$ cat config.mk
export PLATFORM = sky130hd
export DESIGN_NAME = d_mem_store_buffer
export DESIGN_NICKNAME = d
export VERILOG_FILES = /design/src/rtl/d_mem_store_buffer_pkg.sv /design/src/rtl/d_mem_store_buffer_sb_queue.sv /design/src/rtl/d_mem_store_buffer.sv
export SDC_FILE = /design/constraint.sdc
export NUM_CORES = 1
export LEC_CHECK = 0
export ABC_AREA = 1
export ABC_CLOCK_PERIOD_IN_PS = 12750
export CAP_MARGIN = 0
export CORE_MARGIN = 10
export CORE_UTILIZATION = 40
export DETAILED_ROUTE_END_ITERATION = 7
export PLACE_DENSITY_LB_ADDON = 0.2
export SETUP_SLACK_MARGIN = 0.02
export SYNTH_ARGS = -nofsm -noshare
export SYNTH_HDL_FRONTEND = slang
export SYNTH_SLANG_ARGS = --single-unit
$ cat constraint.sdc
create_clock -name clk -period 12.75 [get_ports clk]
set_clock_uncertainty 0.2 [all_clocks]
set_input_delay 1.275 -clock clk [delete_from_list [all_inputs] [get_ports clk]]
set_output_delay 1.275 -clock clk [all_outputs]
set_load 0.05 [all_outputs]
$ cat src/rtl/d_mem_store_buffer_pkg.sv
`timescale 1ns/1ps
`default_nettype none
// ============================================================================
// mips_pkg : shared word width and store-buffer entry type
// Rev 1.0
// ============================================================================
package mips_pkg;

  localparam int WORD_W = 32;

  typedef struct packed {
    logic [WORD_W-1:0] addr;
    logic [WORD_W-1:0] data;
  } sb_entry_t;

endpackage
`default_nettype wire

$ cat src/rtl/d_mem_store_buffer_sb_queue.sv
`timescale 1ns/1ps
`default_nettype none
// ============================================================================
// sb_queue : circular store queue with youngest-match address search
// Rev 1.0
// ============================================================================
module sb_queue
  import mips_pkg::*;
#(
  parameter int DEPTH = 4,
  localparam int PTR_W = $clog2(DEPTH),
  localparam int CNT_W = PTR_W + 1
) (
  input  logic              clk,
  input  logic              rst_n,
  input  logic              push,
  input  sb_entry_t         push_entry,
  input  logic              pop,
  output sb_entry_t         head_entry,
  output logic [CNT_W-1:0]  count,
  input  logic [WORD_W-1:0] search_addr,
  output logic              hit,
  output logic [WORD_W-1:0] hit_data
);

  logic [PTR_W-1:0] r_head;
  logic [PTR_W-1:0] r_tail;
  logic [CNT_W-1:0] r_count;
  sb_entry_t        r_mem [DEPTH];
  logic [PTR_W-1:0] w_idx;

  always_ff @(posedge clk or negedge rst_n) begin
    if (!rst_n) begin
      r_head  <= '0;
      r_tail  <= '0;
      r_count <= '0;
    end else begin
      if (push) r_tail <= r_tail + PTR_W'(1);
      if (pop)  r_head <= r_head + PTR_W'(1);
      case ({push, pop})
        2'b10:   r_count <= r_count + CNT_W'(1);
        2'b01:   r_count <= r_count - CNT_W'(1);
        default: r_count <= r_count;
      endcase
    end
  end

  // Entry storage needs no reset: validity is carried by head/count.
  always_ff @(posedge clk) begin
    if (push) r_mem[r_tail] <= push_entry;
  end

  // Scan oldest to youngest so that the youngest match wins.
  always_comb begin
    hit      = 1'b0;
    hit_data = '0;
    w_idx    = '0;
    for (int i = 0; i < DEPTH; i++) begin
      w_idx = r_head + PTR_W'(i);
      if ((CNT_W'(i) < r_count) && (r_mem[w_idx].addr == search_addr)) begin
        hit      = 1'b1;
        hit_data = r_mem[w_idx].data;
      end
    end
  end

  assign head_entry = r_mem[r_head];
  assign count      = r_count;

endmodule
`default_nettype wire

$ cat src/rtl/d_mem_store_buffer.sv
`timescale 1ns/1ps
`default_nettype none
// ============================================================================
// d_mem_store_buffer : posted-write buffer between EX/MEM and D_MEM
// Rev 1.0
// ============================================================================
module d_mem_store_buffer
  import mips_pkg::*;
#(
  parameter int DEPTH        = 4,
  parameter int STARVE_LIMIT = 8
) (
  input  logic              clk,
  input  logic              rst_n,
  input  logic              MemWrite,
  input  logic              MemRead,
  input  logic [WORD_W-1:0] Address,
  input  logic [WORD_W-1:0] Write_data,
  output logic [WORD_W-1:0] Read_data,
  output logic              Stall,
  output logic              Empty,
  output logic              dm_MemWrite,
  output logic              dm_MemRead,
  output logic [WORD_W-1:0] dm_Address,
  output logic [WORD_W-1:0] dm_Write_data,
  input  logic [WORD_W-1:0] dm_Read_data
);

  localparam int CNT_W = $clog2(DEPTH) + 1;
  localparam int STV_W = $clog2(STARVE_LIMIT + 1);

  logic [STV_W-1:0]  r_starve_cnt;
  logic [CNT_W-1:0]  w_count;
  sb_entry_t         w_head_entry;
  sb_entry_t         w_push_entry;
  logic              w_hit;
  logic [WORD_W-1:0] w_hit_data;
  logic              w_idle;
  logic              w_is_load;
  logic              w_is_store;
  logic              w_full;
  logic              w_starved;
  logic              w_drain;
  logic              w_enqueue;

  // A simultaneous read/write request is treated as a load.
  assign w_idle     = !MemRead && !MemWrite;
  assign w_is_load  = MemRead;
  assign w_is_store = MemWrite && !MemRead;
  assign w_full     = (w_count == CNT_W'(DEPTH));
  assign w_starved  = (r_starve_cnt == STV_W'(STARVE_LIMIT));

  assign Stall     = (w_is_store && w_full) || (!w_idle && w_starved);
  assign w_drain   = (w_count != '0) && (w_idle || Stall);
  assign w_enqueue = w_is_store && !Stall;

  assign w_push_entry.addr = Address;
  assign w_push_entry.data = Write_data;

  sb_queue #(
    .DEPTH (DEPTH)
  ) u_sb_queue (
    .clk         (clk),
    .rst_n       (rst_n),
    .push        (w_enqueue),
    .push_entry  (w_push_entry),
    .pop         (w_drain),
    .head_entry  (w_head_entry),
    .count       (w_count),
    .search_addr (Address),
    .hit         (w_hit),
    .hit_data    (w_hit_data)
  );

  // Drain and an accepted load are mutually exclusive, so one port mux suffices.
  assign dm_MemWrite   = w_drain;
  assign dm_MemRead    = w_is_load && !Stall;
  assign dm_Address    = w_drain    ? w_head_entry.addr :
                         dm_MemRead ? Address           : '0;
  assign dm_Write_data = w_drain ? w_head_entry.data : '0;
  assign Read_data     = !dm_MemRead ? '0           :
                         w_hit       ? w_hit_data   : dm_Read_data;
  assign Empty         = (w_count == '0);

  always_ff @(posedge clk or negedge rst_n) begin
    if (!rst_n) begin
      r_starve_cnt <= '0;
    end else if (w_drain || (w_count == '0)) begin
      r_starve_cnt <= '0;
    end else if (!w_idle && !w_starved) begin
      r_starve_cnt <= r_starve_cnt + STV_W'(1);
    end
  end

`ifndef SYNTHESIS
  always @(posedge clk) begin
    if (rst_n && MemRead && MemWrite)
      $display("WARNING d_mem_store_buffer: MemRead and MemWrite both set, store ignored (addr %h)", Address);
  end
`endif

endmodule
`default_nettype wire
Word-level counts from Yosys, hierarchy flattened
Memory sizes are Yosys's and may differ from the RTL's.
Cells that the tools add are included.
{ "word_totals": {"n_memories": 1, "in_bits": 100, "output_inout_bits": 100, "ram_bits": 256, "wordCells": 66, "regBits": 11} }
{ "op_classes": {"reduce_logical": 24, "mux": 18, "n_addsub": 7, "order_cmp": 4, "n_eq_ne": 8} }
{ "memory_table": {"columns": ["name", "depth", "word_bits", "rd", "rd_clocked_by_memory_dff", "write_ports", "line", "source"], "rows": [
  ["u_sb_queue.r_mem", 4, 64, 4, 0, 1, "d_mem_store_buffer_sb_queue.sv:29", "sb_entry_t r_mem [DEPTH];"]
]} }
{ "op_table": {"columns": ["operator", "count"], "rows": [
  ["32-bit two-way mux", 9],
  ["32-bit == test", 4],
  ["1-bit logical AND", 12],
  ["4-bit two-way mux", 2],
  ["1-bit by 3-bit less-than comparator with 1-bit output (first input constant)", 2],
  ["2-bit by 3-bit less-than comparator with 1-bit output (first input constant)", 2],
  ["1-bit two-way mux", 6],
  ["3-bit case mux with 2 select lines", 1],
  ["1-bit logical NOT", 5],
  ["2-bit by 1-bit adder with 2-bit output (second input constant)", 2],
  ["2-bit adder (second input constant)", 2],
  ["4-bit by 1-bit adder with 4-bit output (second input constant)", 1],
  ["4-bit == test (second input constant)", 1],
  ["2-bit nonzero test", 2],
  ["3-bit by 1-bit adder with 3-bit output (second input constant)", 1],
  ["3-bit == test (second input constant)", 1],
  ["3-bit logical NOT", 1],
  ["1-bit logical OR", 3],
  ["3-bit nonzero test", 1],
  ["3-bit by 1-bit subtractor with 3-bit output (second input constant)", 1],
  ["2-bit by 1-bit == test with 1-bit output (second input constant)", 1],
  ["2-bit == test (second input constant)", 1]
]} }

Logic depth before layout (Yosys ltp)
{ "depth": {"depth_word": 9, "ltp_mapped": 22, "depth_no_buf": 20} }

Modules after synthesis
Synthesis repeated with hierarchy kept, for this count alone.
{ "hier_totals": {"hier_cells": 2846, "area_unflattened_um2": 19387.3} }
{ "modules_own_cells": {"columns": ["mod", "area_per_inst_um2", "seq_area_each_um2", "instances", "cells_each"], "rows": [
  ["sb_queue", 17787.1, 7862.5, 1, 2521],
  ["d_mem_store_buffer", 1600.3, 100.1, 1, 325]
]} }

Worst setup path before layout
OpenSTA, ideal clock, no wires.
{ "synth_path": {"path_type": "input to output", "start": "in MemRead", "end": "out Read_data[23]", "stages": 10, "t_arrival_ns": 3.763, "required_ns": 11.275, "n_path_buf": 1, "path_slack_ns": 7.512, "path_cell_list": "inv_1 nand2_1 nand4_1 nand2_1 nor2_1 clkbuf_1 o21ai_1 inv_1 o21ai_1 nor2_1"} }
{ "synth_via": {"elab_chain_cells": 8} }
{ "synth_rtl": {"columns": ["item", "line", "source"], "rows": [
  ["from (decl)", "d_mem_store_buffer.sv:16", "input logic MemRead,"],
  ["1-bit logical NOT *", "d_mem_store_buffer.sv:47, d_mem_store_buffer.sv:49", null],
  ["1-bit logical AND", "d_mem_store_buffer.sv:47", "assign w_idle = !MemRead && !MemWrite;"],
  ["1-bit logical NOT", "d_mem_store_buffer.sv:53", "assign Stall = (w_is_store && w_full) || (!w_idle && w_starved);"],
  ["1-bit logical AND", "d_mem_store_buffer.sv:53", null],
  ["1-bit logical OR *", "d_mem_store_buffer.sv:53", null],
  ["net Stall", "d_mem_store_buffer.sv:20", "output logic Stall,"],
  ["1-bit logical NOT *", "d_mem_store_buffer.sv:77", "assign dm_MemRead = w_is_load && !Stall;"],
  ["1-bit logical AND *", "d_mem_store_buffer.sv:77", null],
  ["net dm_MemRead", "d_mem_store_buffer.sv:23", "output logic dm_MemRead,"],
  ["32-bit two-way mux *", "d_mem_store_buffer.sv:81", "assign Read_data = !dm_MemRead ? '0 :"],
  ["to (decl)", "d_mem_store_buffer.sv:19", "output logic [WORD_W-1:0] Read_data,"]
]} }
Mark *: on every way through the listed nets, which the timed path passes. The rest lies on a longest branch.

Worst setup path after layout
{ "layout_path": {"start": "reg u_sb_queue.r_head[0]", "end": "out Read_data[26]"} }
{ "layout_via": {"elab_chain_cells": 9} }
{ "layout_rtl": {"columns": ["item", "line", "source"], "rows": [
  ["from (decl)", "d_mem_store_buffer_sb_queue.sv:26", "logic [PTR_W-1:0] r_head;"],
  ["from (signal assigned)", "d_mem_store_buffer_sb_queue.sv:39", "if (pop) r_head <= r_head + PTR_W'(1);"],
  ["2-bit by 1-bit adder with 2-bit output or memory 4 x 64 bit (tied branches)", null, null],
  ["memory 4 x 64 bit *", null, null],
  ["32-bit == test or 1-bit logical AND (tied branches)", "d_mem_store_buffer_sb_queue.sv:60", "if ((CNT_W'(i) < r_count) && (r_mem[w_idx].addr == search_addr)) begin"],
  ["1-bit logical AND, or another cell as far along", "d_mem_store_buffer_sb_queue.sv:60", null],
  ["32-bit two-way mux or 1-bit two-way mux (tied branches) (3 in a row)", "d_mem_store_buffer_sb_queue.sv:60", null],
  ["32-bit two-way mux *", "d_mem_store_buffer.sv:82", "w_hit ? w_hit_data : dm_Read_data;"],
  ["32-bit two-way mux *", "d_mem_store_buffer.sv:81", null]
]} }
Every way passes the cells marked *; elsewhere a longest branch is shown, timed or not.

==> results.json <==
{
  "synth-async-reset-ratio": 0.0412,
  "finish.cell_count_without_fillers": 3860,
  "path_clk_slew_ns": 0.06,
  "placed_cells_incl_taps": 3802,
  "clock_latency_ns": 0.60,
  "detailedRoute.firstIterationViolations": 2230,
  "synthAdderAreaFrac": 0.00683,
  "synth_mux_area_frac": 0,
  "cts_buffer_depth": 3,
  "dp_hpwl_mm": 57.2,
  "postSynthNetCount": 3186,
  "cts_tree": "yes",
  "crit_path_max_incr_delay_ns": 0.87,
  "cp_common_cell": "nand2_1",
  "setup.reg_to_reg.worst_slack_ns": 9.18,
  "max-cap-violations": 0,
  "final-hold-violation-count": 0,
  "postCtsHoldBufs": 0,
  "cts.htree.levels": 1,
  "hp-start": "r_starve_cnt[0]$_DFFE_PN0P_",
  "synth_top_family_by_area": "simple AND/OR/NAND/NOR gates",
  "std_cell_rows": 82,
  "grt_pass1_wl_mm": 119,
  "num-nets-final": 3274,
  "drt.antenna.violating_nets": 0,
  "cell_count_of_the_worst_reg_to_reg_path": 6,
  "critical_path_class": "flop to primary output",
  "clk_root_buffer_cell": "clkbuf_16",
  "setup.worst_path.start": "u_sb_queue.r_head[0]$_DFFE_PN0P_",
  "cell_area_synth_mm2": 0.0201,
  "synth.yosys.seq_area_share": 0.395,
  "via_count_of_the_first_global_routing_pass": 19500,
  "setup.worst_path.start_class": "flop",
  "grt_max_degree": 124,
  "grt_setup_unrepaired": "no",
  "netlist_instances": 3075,
  "fp.coreArea_mm2": 0.0500,
  "grt_overflow": 0,
  "outcome": "complete, no violations",
  "finalSetupTns_ns": 0,
  "min_path_cells": 1,
  "post-route-min-period_ns": 8.76,
  "fraction_of_layout_instances_using_a_drive_strength_above_1": 0.0270,
  "drc_errors": 0,
  "finalSetupViolations": 0,
  "critical_path.reg2reg.endpoint": "u_sb_queue.r_mem[3][58]$_DFFE_PP_",
  "worst_r2r_startpoint": "u_sb_queue.count[0]$_DFFE_PN0P_",
  "drt_pass1_iterations": 6,
  "place_congestion": 1.00,
  "antenna_found_initial": 2,
  "synth-simple-area-share": 0.386,
  "cpLargestDelayFamily": "simple AND/OR/NAND/NOR gates",
  "hold_path.class": "flop to flop",
  "timing.critical_path.cells": "buf_4 -> nand2_1 -> nand2_4 -> nand2_1 -> nand3_1 -> nand2_1 -> nor2_1 -> nand2_1 -> nor2_1 -> nand3_1 -> nor2_2 -> buf_4 -> nor2_2 -> nand2_1 -> nand3_1 -> nor2_1 -> nor2_1 -> clkdlybuf4s50_1",
  "dr_total_vias": 21000,
  "largest_voltage_drop_on_the_vdd_net_mv": 0.198,
  "routed_via_density": 5.43,
  "gr_util_all_layers": 0.256,
  "post-cts-setup-buffers": 0,
  "layout_commonest_cell": "nand2_1",
  "fp.dieArea_mm2": 0.0597,
  "synth_xor_area_frac": 0.00870,
  "die_height_um": 244,
  "ys_dominant_reg_cell": "edfxtp_1",
  "most-common-layout-cells": "nand2_1 (1191), nand3_1 (337), nor2_1 (331)",
  "number_of_primary_i_o_pins": 200,
  "cts_inserted_buffers": 31,
  "synth-edff-count": 256,
  "worstHoldEndpoint": "r_starve_cnt[0]$_DFFE_PN0P_",
  "total_routed_wirelength_mm": 78.6,
  "final_count_of_pins_violating_max_slew": 0,
  "critPathCaptureType": "primary output",
  "yosys_warnings": 0,
  "floorplan.die.width_um": 244,
  "netlist-cell-type-count": 33,
  "power.density_mw_per_mm2": 236,
  "relSlewSlack": 0.224,
  "clkSinkCount": 267,
  "finish.utilization": 0.466,
  "cp.arrival_ns": 7.28,
  "slowest_stage": "buf_4",
  "timing.final.crit_share": 0.687,
  "total_leakage_power_uw": 0.0104,
  "place.port_buffers": 199,
  "tightestPinTransition_ns": 1.16,
  "worstPathRequired_ns": 11.27,
  "synthToLayoutAreaGrowth_pct": 15.5,
  "path_max_fanout": 123,
  "initial_utilization": 0.403,
  "syn_area_per_cell_um2": 6.55,
  "wire_per_inst_um": 20.4,
  "critical_path_buf_inv_count": 3,
  "synth.ff_latch_count": 267,
  "post_cts.resized_instances": 0,
  "fmax_ghz": 0.114,
  "synth_compound_gate_area_share": 0.107
}
==> stage by stage <==
stage	total power (µW)	area, µm²	hold slack [ns]	worst slack (ns)
after floorplan	3620	20100	0.255	7.51
after global placement	4550	22300	0.273	4.82
after detailed placement	4590	22300	0.293	4.65
after CTS	5460	23300	0.301	4.00
after global routing	5930	23300	0.324	3.40
final	5480	23300	0.299	3.99
==> power by group <==
group	leakage, µW	internal, µW	switching, µW	total [µW]
logic	0.00751	927	2530	3460
clock network	0.000476	491	369	860
registers	0.00246	1070	92.4	1160
==> worst max-delay path by stage <==
stage / endpoint / slack (ns) / cells after the start
floorplan: Read_data[23] / 7.51 / 10
global placement: Read_data[23] / 4.82 / 18
detailed placement: Read_data[26] / 4.65 / 18
CTS: Read_data[26] / 4.00 / 18
global route: Read_data[18] / 3.40 / 18
finish: Read_data[26] / 3.99 / 18
==> Yosys cell counts (14+ instances only) <==
| cell | count | area (µm²) |
|---|---|---|
| a21oi_1 | 14 | 70.1 |
| nand4_1 | 28 | 175 |
| edfxtp_1 | 256 | 7690 |
| o22ai_1 | 32 | 200 |
| o21ai_1 | 72 | 360 |
| inv_1 | 280 | 1050 |
| clkbuf_1 | 64 | 240 |
| buf_4 | 15 | 113 |
| buf_6 | 21 | 236 |
| nand3_1 | 338 | 1690 |
| buf_2 | 50 | 250 |
| nand2_1 | 1194 | 4480 |
| o21ai_0 | 282 | 1410 |
| xor2_1 | 17 | 149 |
| nor2_1 | 336 | 1260 |
==> cell type report <==
class | instances | area (µm²)
clock buffer | 39 | 816
sequential | 267 | 7970
fill | 5080 | 26700
timing repair buffer | 216 | 2120
antenna | 1 | 2.50
inverter | 282 | 1070
tap | 672 | 841
clock inverter | 18 | 150
multi-input combinational | 2365 | 10300
==> sequential cells by signal, indices dropped and copies added, names as in the netlist <==
name and count:
u_sb_queue.count 3, u_sb_queue.r_head 2, u_sb_queue.r_tail 2, u_sb_queue.r_mem 256
r_starve_cnt 4
==> routing by layer <==
layer	wire length, µm	GRT usage
met5	13	0
met4	2290	0.0729
met3	5010	0.0332
met2	36100	0.417
met1	35100	0.348
==> cell families after synthesis <==
family | after synthesis
simple gates | 1920
buf+inv | 443
compound gates | 414
flops | 267
xor+xnor | 20
fa+ha+maj | 11
No activity file was read; power rests on OpenSTA's default activity.
